File: src/rtl/change_dispenser.sv
// Change dispenser: pays a refund greedily as 10-cent then 2-cent coins through
// a drop/ack hopper handshake, tracking inventory and flagging ack timeouts.
module change_dispenser #(
  parameter int AMT_W   = 8,
  parameter int INV_W   = 6,
  parameter int TIMEOUT = 16,
  parameter int GAP_CYC = 2
) (
  input  logic             clk,
  input  logic             reset,
  input  logic             refund_req,
  input  logic [AMT_W-1:0] refund_amt,
  input  logic             inv_load,
  input  logic [INV_W-1:0] inv_ten,
  input  logic [INV_W-1:0] inv_two,
  input  logic             coin_ack,
  input  logic             fault_clr,
  output logic             coin_drop,
  output logic             coin_val,
  output logic             busy,
  output logic             done,
  output logic [AMT_W-1:0] change_left,
  output logic             fault,
  output logic [INV_W-1:0] ten_cnt,
  output logic [INV_W-1:0] two_cnt
);

  localparam int TW = $clog2(TIMEOUT + 1);
  localparam int GW = $clog2(GAP_CYC + 1);
  localparam logic [TW-1:0] TMO_LAST = TW'(TIMEOUT - 1);
  localparam logic [GW-1:0] GAP_LAST = GW'(GAP_CYC - 1);

  typedef enum logic [2:0] {
    S_IDLE, S_SELECT, S_DROP, S_GAP, S_DONE, S_FAULT
  } state_t;

  state_t           state, state_nxt;
  logic [AMT_W-1:0] rem;
  logic [TW-1:0]    tmo_cnt;
  logic [GW-1:0]    gap_cnt;
  logic             coin_val_r;
  logic             take_ten, take_two;

  assign take_ten = (rem >= AMT_W'(10)) && (ten_cnt != '0);
  assign take_two = (rem >= AMT_W'(2))  && (two_cnt != '0);

  always_ff @(posedge clk or negedge reset) begin
    if (!reset) state <= S_IDLE;
    else        state <= state_nxt;
  end

  always_comb begin
    state_nxt = state;
    unique case (state)
      S_IDLE:   if (refund_req) state_nxt = S_SELECT;
      S_SELECT: state_nxt = (take_ten || take_two) ? S_DROP : S_DONE;
      // ack has priority over an expiring timeout
      S_DROP: begin
        if (coin_ack)                 state_nxt = S_GAP;
        else if (tmo_cnt == TMO_LAST) state_nxt = S_FAULT;
      end
      S_GAP:    if (gap_cnt == GAP_LAST) state_nxt = S_SELECT;
      S_DONE:   state_nxt = S_IDLE;
      S_FAULT:  if (fault_clr) state_nxt = S_IDLE;
      default:  state_nxt = S_IDLE;
    endcase
  end

  always_comb begin
    coin_drop = (state == S_DROP);
    coin_val  = coin_val_r;
    busy      = (state != S_IDLE);
    done      = (state == S_DONE);
    fault     = (state == S_FAULT);
  end

  always_ff @(posedge clk or negedge reset) begin
    if (!reset) begin
      rem         <= '0;
      ten_cnt     <= '0;
      two_cnt     <= '0;
      tmo_cnt     <= '0;
      gap_cnt     <= '0;
      coin_val_r  <= 1'b0;
      change_left <= '0;
    end else begin
      unique case (state)
        S_IDLE: begin
          if (inv_load) begin
            ten_cnt <= inv_ten;
            two_cnt <= inv_two;
          end
          if (refund_req) rem <= refund_amt;
        end
        S_SELECT: begin
          coin_val_r <= take_ten;
          tmo_cnt    <= '0;
        end
        S_DROP: begin
          if (coin_ack) begin
            gap_cnt <= '0;
            if (coin_val_r) begin
              rem     <= rem - AMT_W'(10);
              ten_cnt <= ten_cnt - 1'b1;
            end else begin
              rem     <= rem - AMT_W'(2);
              two_cnt <= two_cnt - 1'b1;
            end
          end else begin
            tmo_cnt <= tmo_cnt + 1'b1;
          end
        end
        S_GAP:   gap_cnt <= gap_cnt + 1'b1;
        S_DONE:  change_left <= rem;
        S_FAULT: if (fault_clr) change_left <= rem;
        default: ;
      endcase
    end
  end

endmodule
File: config.mk
export PLATFORM = sky130hd
export DESIGN_NAME = change_dispenser
export DESIGN_NICKNAME = d
export VERILOG_FILES = /design/src/rtl/change_dispenser.sv
export SDC_FILE = /design/constraint.sdc
export NUM_CORES = 1
export LEC_CHECK = 0
export ABC_CLOCK_PERIOD_IN_PS = 5200
export BUFFER_PORTS_ARGS = -buffer_cell sky130_fd_sc_hd__buf_2
export CAP_MARGIN = 40
export CORE_MARGIN = 2
export CORE_UTILIZATION = 58
export DETAILED_ROUTE_END_ITERATION = 6
export GPL_TIMING_DRIVEN = 0
export PLACE_DENSITY_LB_ADDON = 0.25
export SLEW_MARGIN = 20
export SYNTH_ARGS = -nofsm -noshare
export SYNTH_HDL_FRONTEND = slang
export SYNTH_SLANG_ARGS = --single-unit
File: constraint.sdc
create_clock -name clk -period 5.2 [get_ports clk]
set_clock_uncertainty 0.05 [all_clocks]
set_input_delay 0.26 -clock clk [delete_from_list [all_inputs] [get_ports clk]]
set_output_delay 0.26 -clock clk [all_outputs]
set_load 0.05 [all_outputs]
==> run summary <==
DRT
-------------------------------------------------------------------------------------
Per-cell via count in the routed design ................................         5.98
First-iteration detailed-routing DRC count .............................          183
Drt first pass iters ...................................................            4
Routed wire length per instance ........................................      15.5 um
Post-detailed-route count of antenna-violating nets ....................            0
Remaining DRCs .........................................................            0
WL final ...............................................................      5810 um
DR vias ................................................................         2237

GLOBAL ROUTE
-------------------------------------------------------------------------------------
Fraction of met2 tracks used by global routing .........................        46.5%
Pin count of the biggest net entering global routing ...................           23
Wire length of the first global-routing pass ...........................      9470 um
Antenna violations before repair .......................................            0
Overall global routing resource usage ..................................        28.2%
Met3 Resource Use GR ...................................................        7.09%
Total overflow reported by the global router ...........................            0
Via count of the first global-routing pass .............................         2112
Met1 Usage GRT .........................................................        35.4%
Top Usage Layer GRT ....................................................         met2

CRITICAL PATH
-------------------------------------------------------------------------------------
CP max stage cell ...................................................... sky130_fd_sc_hd__or3b_1
Category of the most critical setup path ...............................   reg -> out
FF-to-FF path depth ....................................................            8
Crit Path Max Fanout ...................................................           10
Most numerous cell on the critical path ................................ sky130_fd_sc_hd__buf_2
Worst endpoint data arrival time .......................................      2.21 ns
Worst path bufs/invs ...................................................            5
WP depth ...............................................................            6
Cell family contributing the most delay on the critical path ........... buffers and inverters
Crit-path max cell delay ...............................................      0.40 ns
Crit start category ....................................................     register
Worst Setup End Kind ................................................... primary output
Required time at the endpoint of the critical path .....................      4.89 ns
Series of cell instances along the critical path ....................... clkbuf_1 > or3b_1 > buf_2 > inv_2 > buf_2 > buf_2

TIMING
-------------------------------------------------------------------------------------
Worst-margin pin slew ..................................................     0.648 ns
Final worst-path cycle share ...........................................        48.4%
Maximum achievable frequency ...........................................      397 MHz
Total negative slack for setup checks ..................................         0 ns
Remaining max-slew budget at the tightest pin ..........................        56.3%
Period minus WS final ..................................................      2.52 ns
Unrepaired setup endpoints after global routing ........................        false
Number of endpoints with negative hold slack in the final report .......            0
Slew Viols, Final ......................................................            0
Number of setup violations in the final report .........................            0

YOSYS
-------------------------------------------------------------------------------------
Post-synth EDFFs .......................................................            0
Async S/R FF share, synth ..............................................         100%
Area share of the leading cell type in the synthesized netlist .........        42.5%
Syn. warnings ..........................................................            0
Number of library cell types mapped by synthesis .......................           47
Post-synth top area cell ............................................... sky130_fd_sc_hd__dfrtp_1
Cells after Synth ......................................................          267
Cell Area, Synth .......................................................   2300 sq um
Total of flip-flops plus latches after synthesis .......................           39
Primary flip-flop cell chosen by synthesis mapping ..................... sky130_fd_sc_hd__dfrtp_1
Sequential cell area fraction in the yosys report ......................        42.5%
Mean cell area of the mapped netlist ...................................   8.61 sq um
Leading post-synthesis cells by cell area .............................. sky130_fd_sc_hd__dfrtp_1 42%, sky130_fd_sc_hd__o21ai_0 6.8%, sky130_fd_sc_hd__a21oi_1 5.9%, sky130_fd_sc_hd__ha_1 4.9%, sky130_fd_sc_hd__nor2_1 3.9%
Number of nets in the synthesized netlist ..............................          302

FLOORPLAN
-------------------------------------------------------------------------------------
I/O pin count ..........................................................           51
Core Rows ..............................................................           22
Core region area .......................................................   3740 sq um
Horizontal extent of the die ...........................................      67.0 um
Die extent in y ........................................................      67.0 um
Total die area .........................................................   4480 sq um
Effective utilization at floorplan .....................................        61.4%

CLOCK TREE
-------------------------------------------------------------------------------------
Bufs on Longest Clock Path .............................................            2
Setup repair bufs after CTS ............................................            0
Clock latency on the worst-skew pair ...................................      0.30 ns
Clock tree from TritonCTS ..............................................          yes
Num Clock Sinks ........................................................           39
Clock-pin transition on the worst setup and hold timing paths ..........      0.08 ns
Maximum level of the CTS H-tree ........................................            2
Post-cts gate resize count .............................................            0
Root Buffer Master ..................................................... sky130_fd_sc_hd__clkbuf_8
Total clock buffers created by CTS .....................................            5
Hold-fix buffer count after cts ........................................            1

PLACEMENT
-------------------------------------------------------------------------------------
Number of buffers added on ports .......................................           49
# placed instances .....................................................          365
Half-perimeter wire length of the detailed placement result ............      4150 um
Post-placement cell area ...............................................   2630 sq um
Final estimated routing congestion in global placement .................        0.860

FINISH
-------------------------------------------------------------------------------------
Non-Filler Cell Area, Final ............................................   2760 sq um
Filler cells ...........................................................          306
Layout Cells excl Fill .................................................          374
Commonest cells after routing, fill and taps aside ..................... 52 x sky130_fd_sc_hd__buf_2, 39 x sky130_fd_sc_hd__dfrtp_1, 31 x sky130_fd_sc_hd__o21ai_0
Antenna diode instance count ...........................................            0
# nets final ...........................................................          360
Synth-to-layout area growth ............................................        20.0%
Most frequent standard cell in the layout excluding fill and tap cells . sky130_fd_sc_hd__buf_2
Multi-input logic area .................................................   1210 sq um
Sequential standard cell area ..........................................    976 sq um
Layout cell share with drive strength beyond 1 .........................        21.2%

JOB
-------------------------------------------------------------------------------------
Max Cap Violations .....................................................            0

WORST HOLD PATH
-------------------------------------------------------------------------------------
Path category of the worst min-delay check .............................    in -> reg
Cells on Worst Hold Path ...............................................            2

OUTCOME
-------------------------------------------------------------------------------------
Result of the run ...................................................... finished clean

PWR
-------------------------------------------------------------------------------------
Max IR drop VDD ........................................................     0.366 mV
Overall Power ..........................................................      1.67 mW
Standby leakage power ..................................................      1.32 nW
Power per standard cell area ...........................................  604 nW/um^2

per-stage QoR:
| stage | hold WS [ns] | utilization (%) | worst slack [ns] |
|---|---|---|---|
| finish | 0.125 | 73.7 | 2.68 |
| global route | 0.119 | 73.7 | 2.60 |
| CTS | 0.121 | 73.7 | 2.71 |
| detailed placement | 0.200 | 70.3 | 3.05 |
| global placement | 0.376 | 69.6 | 3.06 |
| floorplan | -0.0856 | - | 3.34 |
flip-flops by register name, summed over array words and instances, names as in the netlist:
signal / count
change_left: 8
coin_val: 1
gap_cnt: 2
rem: 8
state: 3
ten_cnt: 6
tmo_cnt: 5
two_cnt: 6
worst paths after layout:
kind | start | end | slack (ns)
max | state[2] | coin_drop | 2.68
min | refund_amt[0] | rem[0] | 0.12
max reg2reg | state[2] | rem[3] | 3.16
min reg2reg | change_left[5] | change_left[5] | 0.43
max in group asynchronous | reset | tmo_cnt[2] | 4.23
min in group asynchronous | reset | state[0] | 0.40
metal layers:
layer  vias up  share of wire, %  wire length, um
met2        79                49             2830
met3         8               6.1              354
li1       1078                 -                -
met4         0               1.4               80
met5         -                 0                0
met1      1072                44             2550
where the power goes:
part           total [mW]  internal (mW)  switching [mW]
logic               0.866          0.270           0.596
registers           0.534          0.411           0.123
clock network       0.265          0.155           0.110
total                1.67          0.837           0.828
synthesized netlist by cell type (2+ instances only):
cell type,count
sky130_fd_sc_hd__a211oi_1,2
sky130_fd_sc_hd__a21oi_1,27
sky130_fd_sc_hd__a22o_1,2
sky130_fd_sc_hd__a22oi_1,6
sky130_fd_sc_hd__a2bb2oi_1,3
sky130_fd_sc_hd__and3_1,3
sky130_fd_sc_hd__and3b_1,2
sky130_fd_sc_hd__buf_2,3
sky130_fd_sc_hd__clkbuf_1,8
sky130_fd_sc_hd__dfrtp_1,39
sky130_fd_sc_hd__ha_1,9
sky130_fd_sc_hd__inv_1,13
sky130_fd_sc_hd__inv_2,2
sky130_fd_sc_hd__mux2_2,4
sky130_fd_sc_hd__nand2_1,22
sky130_fd_sc_hd__nand2b_1,5
sky130_fd_sc_hd__nand3_1,6
sky130_fd_sc_hd__nand3b_1,2
sky130_fd_sc_hd__nor2_1,24
sky130_fd_sc_hd__nor2b_1,4
sky130_fd_sc_hd__nor3_1,7
sky130_fd_sc_hd__nor3b_1,3
sky130_fd_sc_hd__o211ai_1,3
sky130_fd_sc_hd__o21ai_0,31
sky130_fd_sc_hd__o21ai_1,2
sky130_fd_sc_hd__o21bai_1,3
sky130_fd_sc_hd__o22ai_1,5
sky130_fd_sc_hd__o31ai_1,4
sky130_fd_sc_hd__or3_1,4
sky130_fd_sc_hd__or4_1,2
worst reg2reg max path, stage by stage, from the launching register on:
cell and delay, ns:
sky130_fd_sc_hd__dfrtp_1 0.38, sky130_fd_sc_hd__clkbuf_1 0.21, sky130_fd_sc_hd__or3b_1 0.40, sky130_fd_sc_hd__buf_2 0.19, sky130_fd_sc_hd__inv_2 0.14, sky130_fd_sc_hd__buf_2 0.23, sky130_fd_sc_hd__nand3b_1 0.11, sky130_fd_sc_hd__o21ai_0 0.09
sky130_fd_sc_hd__a21oi_1 0.08
cell families (layout without fill, tap and decap cells):
| group | after synthesis | after routing | share of synthesized area [%] |
|---|---|---|---|
| AOI/OAI and AO/OA | 96 | 96 | 25.1 |
| xor gates and xnor gates | 1 | 1 | 0.381 |
| adders and majority gates | 9 | 9 | 4.90 |
| buffers and inverters | 28 | 87 | 5.06 |
| DFF | 39 | 39 | 42.5 |
| muxes | 6 | 6 | 2.88 |
| and+or+nand+nor | 88 | 88 | 19.2 |
area by class of cell:
cell class,count,area share [%]
well taps,48,2.18
clock inverters,2,1.27
repair buffers,51,10.2
plain buffers,13,2.18
multi-input cells,200,43.7
flip-flops and latches,39,35.4
clock buffers,6,2.99
inverters,15,2.04
(Power assumes the default switching activity.)
